<file path="config.mk">
export PLATFORM = sky130hd
export DESIGN_NAME = ex_muldiv_seq
export DESIGN_NICKNAME = d
export VERILOG_FILES = /design/src/rtl/ex_muldiv_seq.sv
export SDC_FILE = /design/constraint.sdc
export NUM_CORES = 1
export LEC_CHECK = 0
export ABC_CLOCK_PERIOD_IN_PS = 20400
export CAP_MARGIN = 20
export CORE_ASPECT_RATIO = 0.8
export CORE_MARGIN = 10
export CORE_UTILIZATION = 43
export CTS_BUF_LIST = sky130_fd_sc_hd__clkbuf_8 sky130_fd_sc_hd__clkbuf_16
export DETAILED_ROUTE_END_ITERATION = 10
export DONT_BUFFER_PORTS = 1
export GPL_TIMING_DRIVEN = 1
export PLACE_DENSITY = 0.66
export SYNTH_ARGS = -nofsm -noshare
export SYNTH_HDL_FRONTEND = slang
export SYNTH_SLANG_ARGS = --single-unit
</file>
<file path="constraint.sdc">
create_clock -name clk -period 20.4 [get_ports clk]
set_input_delay 0 -clock clk [delete_from_list [all_inputs] [get_ports clk]]
set_output_delay 0 -clock clk [all_outputs]
set_load 0.005 [all_outputs]
</file>
<file path="src/rtl/ex_muldiv_seq.sv">
// rtl/ex_muldiv_seq.sv - iterative multiply/divide unit with HI/LO, MADD/MSUB, flush
module ex_muldiv_seq #(
  parameter int WIDTH  = 32,
  parameter int UNROLL = 1
) (
  input  logic             clk,
  input  logic             nrst,
  input  logic             InValid,
  output logic             InReady,
  input  logic [2:0]       Op,
  input  logic [WIDTH-1:0] A,
  input  logic [WIDTH-1:0] B,
  input  logic             Flush,
  input  logic             WrHi,
  input  logic             WrLo,
  input  logic [WIDTH-1:0] WrData,
  output logic [WIDTH-1:0] Hi,
  output logic [WIDTH-1:0] Lo,
  output logic             Busy,
  output logic             Done,
  output logic             DivZero,
  output logic             Z,
  output logic             N
);

  localparam int K  = WIDTH / UNROLL;
  localparam int CW = $clog2(K + 1);

  typedef enum logic [1:0] {S_IDLE, S_RUN, S_FIX} state_e;

  state_e             state_q, state_d;
  logic [2:0]         op_q, op_d;
  logic [WIDTH-1:0]   b_q, b_d;
  logic               neg_res_q, neg_res_d;
  logic               neg_rem_q, neg_rem_d;
  logic [CW-1:0]      cnt_q, cnt_d;
  logic [2*WIDTH:0]   p_q, p_d;
  logic [WIDTH-1:0]   hi_q, hi_d, lo_q, lo_d;
  logic               done_q, done_d, dz_q, dz_d, z_q, z_d, n_q, n_d;

  // Operand conditioning at accept: magnitudes plus result signs for signed ops
  logic               in_signed, a_neg, b_neg, accept, is_div_q;
  logic [WIDTH-1:0]   a_abs, b_abs;
  assign in_signed = ~Op[0];
  assign a_neg     = in_signed & A[WIDTH-1];
  assign b_neg     = in_signed & B[WIDTH-1];
  assign a_abs     = a_neg ? -A : A;
  assign b_abs     = b_neg ? -B : B;
  assign accept    = (state_q == S_IDLE) & InValid & ~Flush;
  assign is_div_q  = ~op_q[2] & op_q[1];

  // UNROLL iterations of shift-add (multiply) or restoring shift-subtract (divide).
  // p holds {upper partial, low word}; for divide upper is the remainder, low the quotient.
  logic [2*WIDTH:0]   step, sh;
  logic [WIDTH:0]     upper;
  always_comb begin
    step  = p_q;
    sh    = '0;
    upper = '0;
    for (int i = 0; i < UNROLL; i++) begin
      if (is_div_q) begin
        sh = {step[2*WIDTH-1:0], 1'b0};
        if (sh[2*WIDTH:WIDTH] >= {1'b0, b_q})
          step = {sh[2*WIDTH:WIDTH] - {1'b0, b_q}, sh[WIDTH-1:1], 1'b1};
        else
          step = sh;
      end else begin
        upper = step[0] ? step[2*WIDTH:WIDTH] + {1'b0, b_q} : step[2*WIDTH:WIDTH];
        step  = {1'b0, upper, step[WIDTH-1:1]};
      end
    end
  end

  // Final sign correction, accumulate/subtract against current HI/LO, and flags
  logic [2*WIDTH-1:0] prod_s, acc, mres;
  logic [WIDTH-1:0]   q_s, r_s, hi_fix, lo_fix;
  logic               z_fix, n_fix, dz_fix;
  always_comb begin
    prod_s = neg_res_q ? -p_q[2*WIDTH-1:0] : p_q[2*WIDTH-1:0];
    acc    = {hi_q, lo_q};
    mres   = prod_s;
    if (op_q[2]) mres = op_q[1] ? acc - prod_s : acc + prod_s;
    q_s    = neg_res_q ? -p_q[WIDTH-1:0] : p_q[WIDTH-1:0];
    r_s    = neg_rem_q ? -p_q[2*WIDTH-1:WIDTH] : p_q[2*WIDTH-1:WIDTH];
    dz_fix = is_div_q & (b_q == '0);
    if (is_div_q) begin
      lo_fix = dz_fix ? '1 : q_s;
      hi_fix = r_s;
      z_fix  = (lo_fix == '0);
      n_fix  = ~op_q[0] & lo_fix[WIDTH-1];
    end else begin
      {hi_fix, lo_fix} = mres;
      z_fix  = (mres == '0);
      n_fix  = ~op_q[0] & mres[2*WIDTH-1];
    end
  end

  // Next-state, operand capture, HI/LO updates and completion pulse
  always_comb begin
    state_d   = state_q;
    op_d      = op_q;
    b_d       = b_q;
    neg_res_d = neg_res_q;
    neg_rem_d = neg_rem_q;
    cnt_d     = cnt_q;
    p_d       = p_q;
    hi_d      = hi_q;
    lo_d      = lo_q;
    done_d    = 1'b0;
    dz_d      = 1'b0;
    z_d       = 1'b0;
    n_d       = 1'b0;
    case (state_q)
      S_IDLE: begin
        if (WrHi) hi_d = WrData;
        if (WrLo) lo_d = WrData;
        if (accept) begin
          state_d   = S_RUN;
          op_d      = Op;
          b_d       = b_abs;
          neg_res_d = a_neg ^ b_neg;
          neg_rem_d = a_neg;
          cnt_d     = CW'(K);
          p_d       = {{(WIDTH+1){1'b0}}, a_abs};
        end
      end
      S_RUN: begin
        if (Flush) begin
          state_d = S_IDLE;
        end else begin
          p_d   = step;
          cnt_d = cnt_q - 1'b1;
          if (cnt_q == CW'(1)) state_d = S_FIX;
        end
      end
      S_FIX: begin
        state_d = S_IDLE;
        if (!Flush) begin
          hi_d   = hi_fix;
          lo_d   = lo_fix;
          done_d = 1'b1;
          dz_d   = dz_fix;
          z_d    = z_fix;
          n_d    = n_fix;
        end
      end
      default: state_d = S_IDLE;
    endcase
  end

  // State register, async active-low reset discards in-flight work
  always_ff @(posedge clk or negedge nrst) begin
    if (!nrst) begin
      state_q   <= S_IDLE;
      op_q      <= '0;
      b_q       <= '0;
      neg_res_q <= 1'b0;
      neg_rem_q <= 1'b0;
      cnt_q     <= '0;
      p_q       <= '0;
      hi_q      <= '0;
      lo_q      <= '0;
      done_q    <= 1'b0;
      dz_q      <= 1'b0;
      z_q       <= 1'b0;
      n_q       <= 1'b0;
    end else begin
      state_q   <= state_d;
      op_q      <= op_d;
      b_q       <= b_d;
      neg_res_q <= neg_res_d;
      neg_rem_q <= neg_rem_d;
      cnt_q     <= cnt_d;
      p_q       <= p_d;
      hi_q      <= hi_d;
      lo_q      <= lo_d;
      done_q    <= done_d;
      dz_q      <= dz_d;
      z_q       <= z_d;
      n_q       <= n_d;
    end
  end

  assign InReady = (state_q == S_IDLE);
  assign Busy    = (state_q != S_IDLE);
  assign Hi      = hi_q;
  assign Lo      = lo_q;
  assign Done    = done_q;
  assign DivZero = dz_q;
  assign Z       = z_q;
  assign N       = n_q;

endmodule

</file>
==> results of run 1 <==
critical path: cells and delay by family (launching register included):
family | cells | cell delay [ns]
AND/OR/NAND/NOR | 15 | 4.35
XOR/XNOR | 3 | 0.61
adder cells (fa/ha/maj) | 2 | 0.76
buffers and inverters | 1 | 0.55
AO/OA/AOI/OAI | 8 | 2.29
flip-flops | 1 | 0.40
final timing paths:
check	slack (ns)	startpoint	to
max	11.35	p_q[0]	Z
min	0.01	B[13]	b_q[15]
max reg2reg	11.35	p_q[0]	Z
min reg2reg	0.46	op_q[0]	N
max in group asynchronous	19.35	nrst	op_q[2]
min in group asynchronous	0.26	nrst	p_q[31]
registers in the layout (all words and copies together), names as in the netlist:
register and count:
neg_res_q 1, Lo 32, op_q 3, cnt_q 6, DivZero 1, state_q 2
Hi 32, Z 1, b_q 32, N 1, Done 1, p_q 65
neg_rem_q 1
cell usage after synthesis (18+ instances only):
library cell / instances / area, µm²
a21oi_1: 293 / 1470
nand2_1: 405 / 1520
o21ai_0: 296 / 1480
o21bai_1: 21 / 158
inv_1: 93 / 349
a32o_1: 22 / 220
a31oi_1: 55 / 344
nor3_1: 60 / 300
o31ai_1: 40 / 300
o211ai_1: 51 / 383
nor4_1: 35 / 219
ha_1: 134 / 1680
nand2b_1: 23 / 144
o21a_1: 18 / 135
or4_1: 28 / 210
a211oi_1: 36 / 270
dfrtp_1: 178 / 4450
nor2_1: 231 / 867
nand3_1: 76 / 380
or3_1: 33 / 206
clkbuf_1: 182 / 683
nand4_1: 32 / 200
and3_1: 29 / 181
and2_1: 18 / 113
nor2b_1: 28 / 175
buf_1: 23 / 86.3
a21o_1: 58 / 435
xnor2_1: 151 / 1320
mux2i_1: 37 / 370
xor2_1: 174 / 1520
per-layer routing:
layer	GRT usage [%]	part of all wire (%)	vias up
li1	-	-	11282
met2	43.3	40	1514
met1	45.3	44	11913
met4	10.2	3.0	6
met5	0	0.042	-
met3	11.0	13	169
power groups by stage:
stage	combinational (mW)	sequential, mW	clock [mW]
2_1_floorplan	2.76	0.545	0
3_3_place_gp	3.61	0.748	0
3_5_place_dp	3.61	0.753	0
4_1_cts	3.69	0.746	0.368
5_1_grt	4.14	0.770	0.382
6_report	3.84	0.757	0.366
through the flow:
step | utilization (%) | power, mW | instance area (µm²)
after floorplan | - | 3.31 | 22400
after global placement | 44.4 | 4.35 | 22800
after detailed placement | 44.4 | 4.37 | 22800
after CTS | 48.3 | 4.80 | 24800
after global routing | 48.3 | 5.29 | 24800
final | 48.3 | 4.96 | 24800
final cells by class:
class	instances	area [µm²]
Fill cell	5120	26500
Multi-Input combinational cell	2626	16900
Sequential cell	178	4460
Timing Repair Buffer	170	1640
Tap cell	684	856
Clock buffer	17	425
Inverter	94	353
Clock inverter	15	188
Antenna cell	6	15.0
kinds of logic after synthesis:
logic type / Yosys count / synth area share, %
xor gates and xnor gates: 326 / 12.8
DFF: 178 / 19.9
muxes: 47 / 2.15
buffers and inverters: 310 / 5.30
adders and majority gates: 137 / 7.74
and+or+nand+nor: 1073 / 23.0
AOI/OAI and AO/OA: 1043 / 29.2
==> flow_summary.json, run 1 <==
{
  "ctsHtreeMaxLevel": 4,
  "synthArstFlopShare_pct": 100,
  "start_kind": "flip-flop",
  "setup_ws_ns": 11.35,
  "nNetsFinal": 3329,
  "synth_cell_types": 86,
  "crit_type": "flip-flop to flip-flop",
  "boundaryPins": 175,
  "critPathSlowestCell": "or4b_1",
  "setup_viol": 0,
  "p_sw_share_pct": 59.8,
  "syn_nets": 3356,
  "final_cells": 3790,
  "start_util_pct": 43.7,
  "dr.pass1.iters": 6,
  "gp_congestion": 1.02,
  "cap_violations": 0,
  "fmax_mhz": 110,
  "hold_ws_ns": 0.0109,
  "hold_viol_final": 0,
  "clock_latency_ns": 0.53,
  "power.leakage_nw": 10.2,
  "clkSinkCount": 178,
  "antenna_left": 0,
  "finalSetupTns_ns": 0,
  "cts_root_buf": "clkbuf_16",
  "synth_edf_count": 0,
  "rsz0062_at_grt": "false",
  "maxSlewViolCount": 0,
  "row_count": 74,
  "p_int_mw": 1.99,
  "cts_setup_buffers": 0,
  "yosysWarnings": 0,
  "synthesis.area_um2": 22400,
  "die_h_um": 224,
  "skew_ns": 0.0203,
  "power_switching_mw": 2.97,
  "layout_common_cells": "nand2_1, o21ai_0, a21oi_1",
  "final_common_cell": "nand2_1",
  "cts_buffer_depth": 2,
  "clk_pin_slew_ns": 0.09,
  "tightest_slew_ns": 1.09,
  "overflow": 0,
  "holdPathStages": 4,
  "drt-initial-drc-count": 3947,
  "synth-seq-cells": 178,
  "seqPwrFrac_pct": 15.3,
  "grt_use_total_pct": 31.7,
  "placed_cells": 3613,
  "synthFlopType": "dfrtp_1",
  "vias_per_cell": 6.57,
  "antenna_found_initial": 8,
  "numCtsBuffers": 17,
  "path_max_fanout": 38,
  "ff2ff_path_depth": 29,
  "crit_arrival_ns": 9.51,
  "grt_max_degree": 179,
  "drc": 0,
  "period_share_pct": 44.4,
  "die_x_um": 275,
  "cts_tree": "done",
  "vias": 24884,
  "area_growth_pct": 10.5,
  "pwr-share-clk_pct": 7.4,
  "core-area_um2": 51300,
  "routed_wl_um": 101000,
  "seq_area_frac_synth_pct": 19.9,
  "syn_inst": 3114,
  "power_density_nw_per_um2": 200,
  "port_buffers": 0,
  "period_needed_ns": 9.05,
  "slew_headroom_pct": 25.7,
  "status": "completed",
  "end_kind": "flip-flop",
  "postCtsHoldBufs": 137,
  "cts_resized": 0,
  "hold_class": "input port to flip-flop",
  "p_comb_share_pct": 77.3,
  "grt_pass1_vias": 22486,
  "dp_slack_ns": 11.52,
  "hpwl_um": 77300,
  "drive_above_1_share_pct": 4.29,
  "syn_area_per_cell_um2": 7.21,
  "crit_required_ns": 20.86,
  "peakVddDrop_mv": 0.0798,
  "wl_per_cell_um": 26.6,
  "slowest_delay_ns": 0.65,
  "dieArea_um2": 61800,
  "grt_pass1_wl_um": 149000
}
Power figures use the tool's default switching activity.
==> inputs of run 2 (changes only) <==
ABC_CLOCK_PERIOD_IN_PS = 8750   (was 20400)
clock period = 8.75 ns   (was 20.4 ns; I/O delays follow)
==> flow_summary.json, run 2 (synthesis results as in run 1) <==
{
  "status": "completed",
  "cap_violations": 0,
  "critPathSlowestCell": "or4_1",
  "crit_top_cell": "xor2_1",
  "start_kind": "flip-flop",
  "overflow": 0,
  "hold_viol_final": 0,
  "largest_reg_flops": 65,
  "top_register": "p_q",
  "p_comb_share_pct": 78.9,
  "cts_setup_buffers": 0,
  "layout_common_cells": "nand2_1, o21ai_0, a21oi_1",
  "clk_pin_slew_ns": 0.08,
  "antenna_found_initial": 4,
  "seqPwrFrac_pct": 13.9,
  "core-area_um2": 51300,
  "setup_viol": 0,
  "drt-initial-drc-count": 3704,
  "drive_above_1_share_pct": 5.05,
  "hold_class": "input port to flip-flop",
  "numCtsBuffers": 17,
  "grt_pass1_vias": 22870,
  "finalSetupTns_ns": 0,
  "port_buffers": 0,
  "hpwl_um": 78300,
  "dr.pass1.iters": 6,
  "final_common_cell": "nand2_1",
  "power_density_nw_per_um2": 471,
  "seqCellArea_um2": 4460,
  "end_kind": "flip-flop",
  "critPathBufInv": 1,
  "row_count": 74,
  "crit_type": "flip-flop to flip-flop",
  "slowest_delay_ns": 0.63,
  "rsz0062_at_grt": "false",
  "peakVddDrop_mv": 0.164,
  "finalPower_mw": 11.8,
  "antenna_left": 0,
  "hold_ws_ns": 0.0310,
  "crit_family": "simple AND/OR/NAND/NOR gates",
  "power_switching_mw": 7.02,
  "maxSlewViolCount": 0,
  "ctsHtreeMaxLevel": 4,
  "wl_per_cell_um": 26.9,
  "fin_util_pct": 48.7,
  "boundaryPins": 175,
  "area_growth_pct": 11.3,
  "start_util_pct": 43.7,
  "cts_tree": "done",
  "placed_area_um2": 22900,
  "die_x_um": 275,
  "clock_latency_ns": 0.52,
  "nNetsFinal": 3355,
  "drc": 0,
  "power.leakage_nw": 10.3,
  "vias": 25085,
  "die_h_um": 224,
  "p_sw_share_pct": 59.7,
  "crit_required_ns": 9.19,
  "grt_pass1_wl_um": 151000,
  "pwr-share-clk_pct": 7.3,
  "grt_max_degree": 179,
  "multi_input_area_um2": 16900,
  "path_max_fanout": 13,
  "ff2ff_path_depth": 26,
  "skew_ns": 0.0194,
  "fill_cells": 5098,
  "routed_wl_um": 102000,
  "cp.depth": 26,
  "gp_congestion": 1.02,
  "p_int_mw": 4.74,
  "fmax_mhz": 120,
  "cts_buffer_depth": 2,
  "dieArea_um2": 61800,
  "clkSinkCount": 178,
  "period_needed_ns": 8.34,
  "tightest_slew_ns": 1.06,
  "grt_use_total_pct": 32.1,
  "period_share_pct": 95.3,
  "cts_root_buf": "clkbuf_16",
  "holdPathStages": 4,
  "vias_per_cell": 6.58,
  "crit_arrival_ns": 8.78,
  "slew_headroom_pct": 28.8,
  "fin_area_um2": 25000
}
-- run 2: changes by cell type in the layout (fill, tap and decap cells not counted), moves of 2 or more --
cell           change
inv_8              -2
o31ai_1            -2
diode_2            -5
clkbuf_8           +2
dlygate4sd3_1      +4
buf_4             +22
clkinvlp_4         +2
clkinv_8           -4
o31ai_2            +2
-- run 2: final timing paths --
| kind | start | to | slack (ns) |
|---|---|---|---|
| min in group asynchronous | nrst | b_q[31] | 0.22 |
| min reg2reg | op_q[0] | N | 0.45 |
| min | B[13] | b_q[15] | 0.03 |
| max in group asynchronous | nrst | op_q[2] | 7.72 |
| max reg2reg | p_q[33] | Z | 0.41 |
| max | p_q[33] | Z | 0.41 |
-- run 2: area by class of cell --
cell class | count | area share [%]
Tap cell | 684 | 3.43
Multi-Input combinational cell | 2626 | 67.5
Sequential cell | 178 | 17.9
Antenna cell | 1 | 0.0100
Clock inverter | 13 | 0.611
Clock buffer | 19 | 1.81
Inverter | 94 | 1.41
Timing Repair Buffer | 196 | 7.36
-- run 2: power by group through the flow --
stage / Clock (mW) / Sequential [mW] / Combinational (mW)
after global placement: 0 / 1.62 / 8.72
after CTS: 0.865 / 1.61 / 8.89
after floorplan: 0 / 1.27 / 6.44
final: 0.857 / 1.63 / 9.27
after detailed placement: 0 / 1.63 / 8.72
after global routing: 0.895 / 1.66 / 9.93
-- run 2: metal layers --
metal	part of all wire (%)	track usage (%)	vias up
li1	-	-	11318
met1	44	47.1	11997
met2	41	44.6	1612
met3	13	9.00	154
met4	2.6	9.31	4
met5	0.026	0	-
-- run 2: through the flow --
step,setup slack (ns),cells
global route,0.0312,3810
detailed placement,0.549,3636
CTS,0.517,3809
floorplan,1.57,3114
global placement,0.763,3634
finish,0.413,3811
-- run 2: what timing repair did --
item	in CTS	in global routing
hold buffers	141	0
endpoints found under the setup margin	0	4
resized for setup	0	3
endpoints found under the hold margin	322	0
-- run 2: worst min-delay path, stage by stage --
cell	delay, ns
or4_1	0.21
nand2_1	0.09
xor2_1	0.12
o21ai_0	0.07
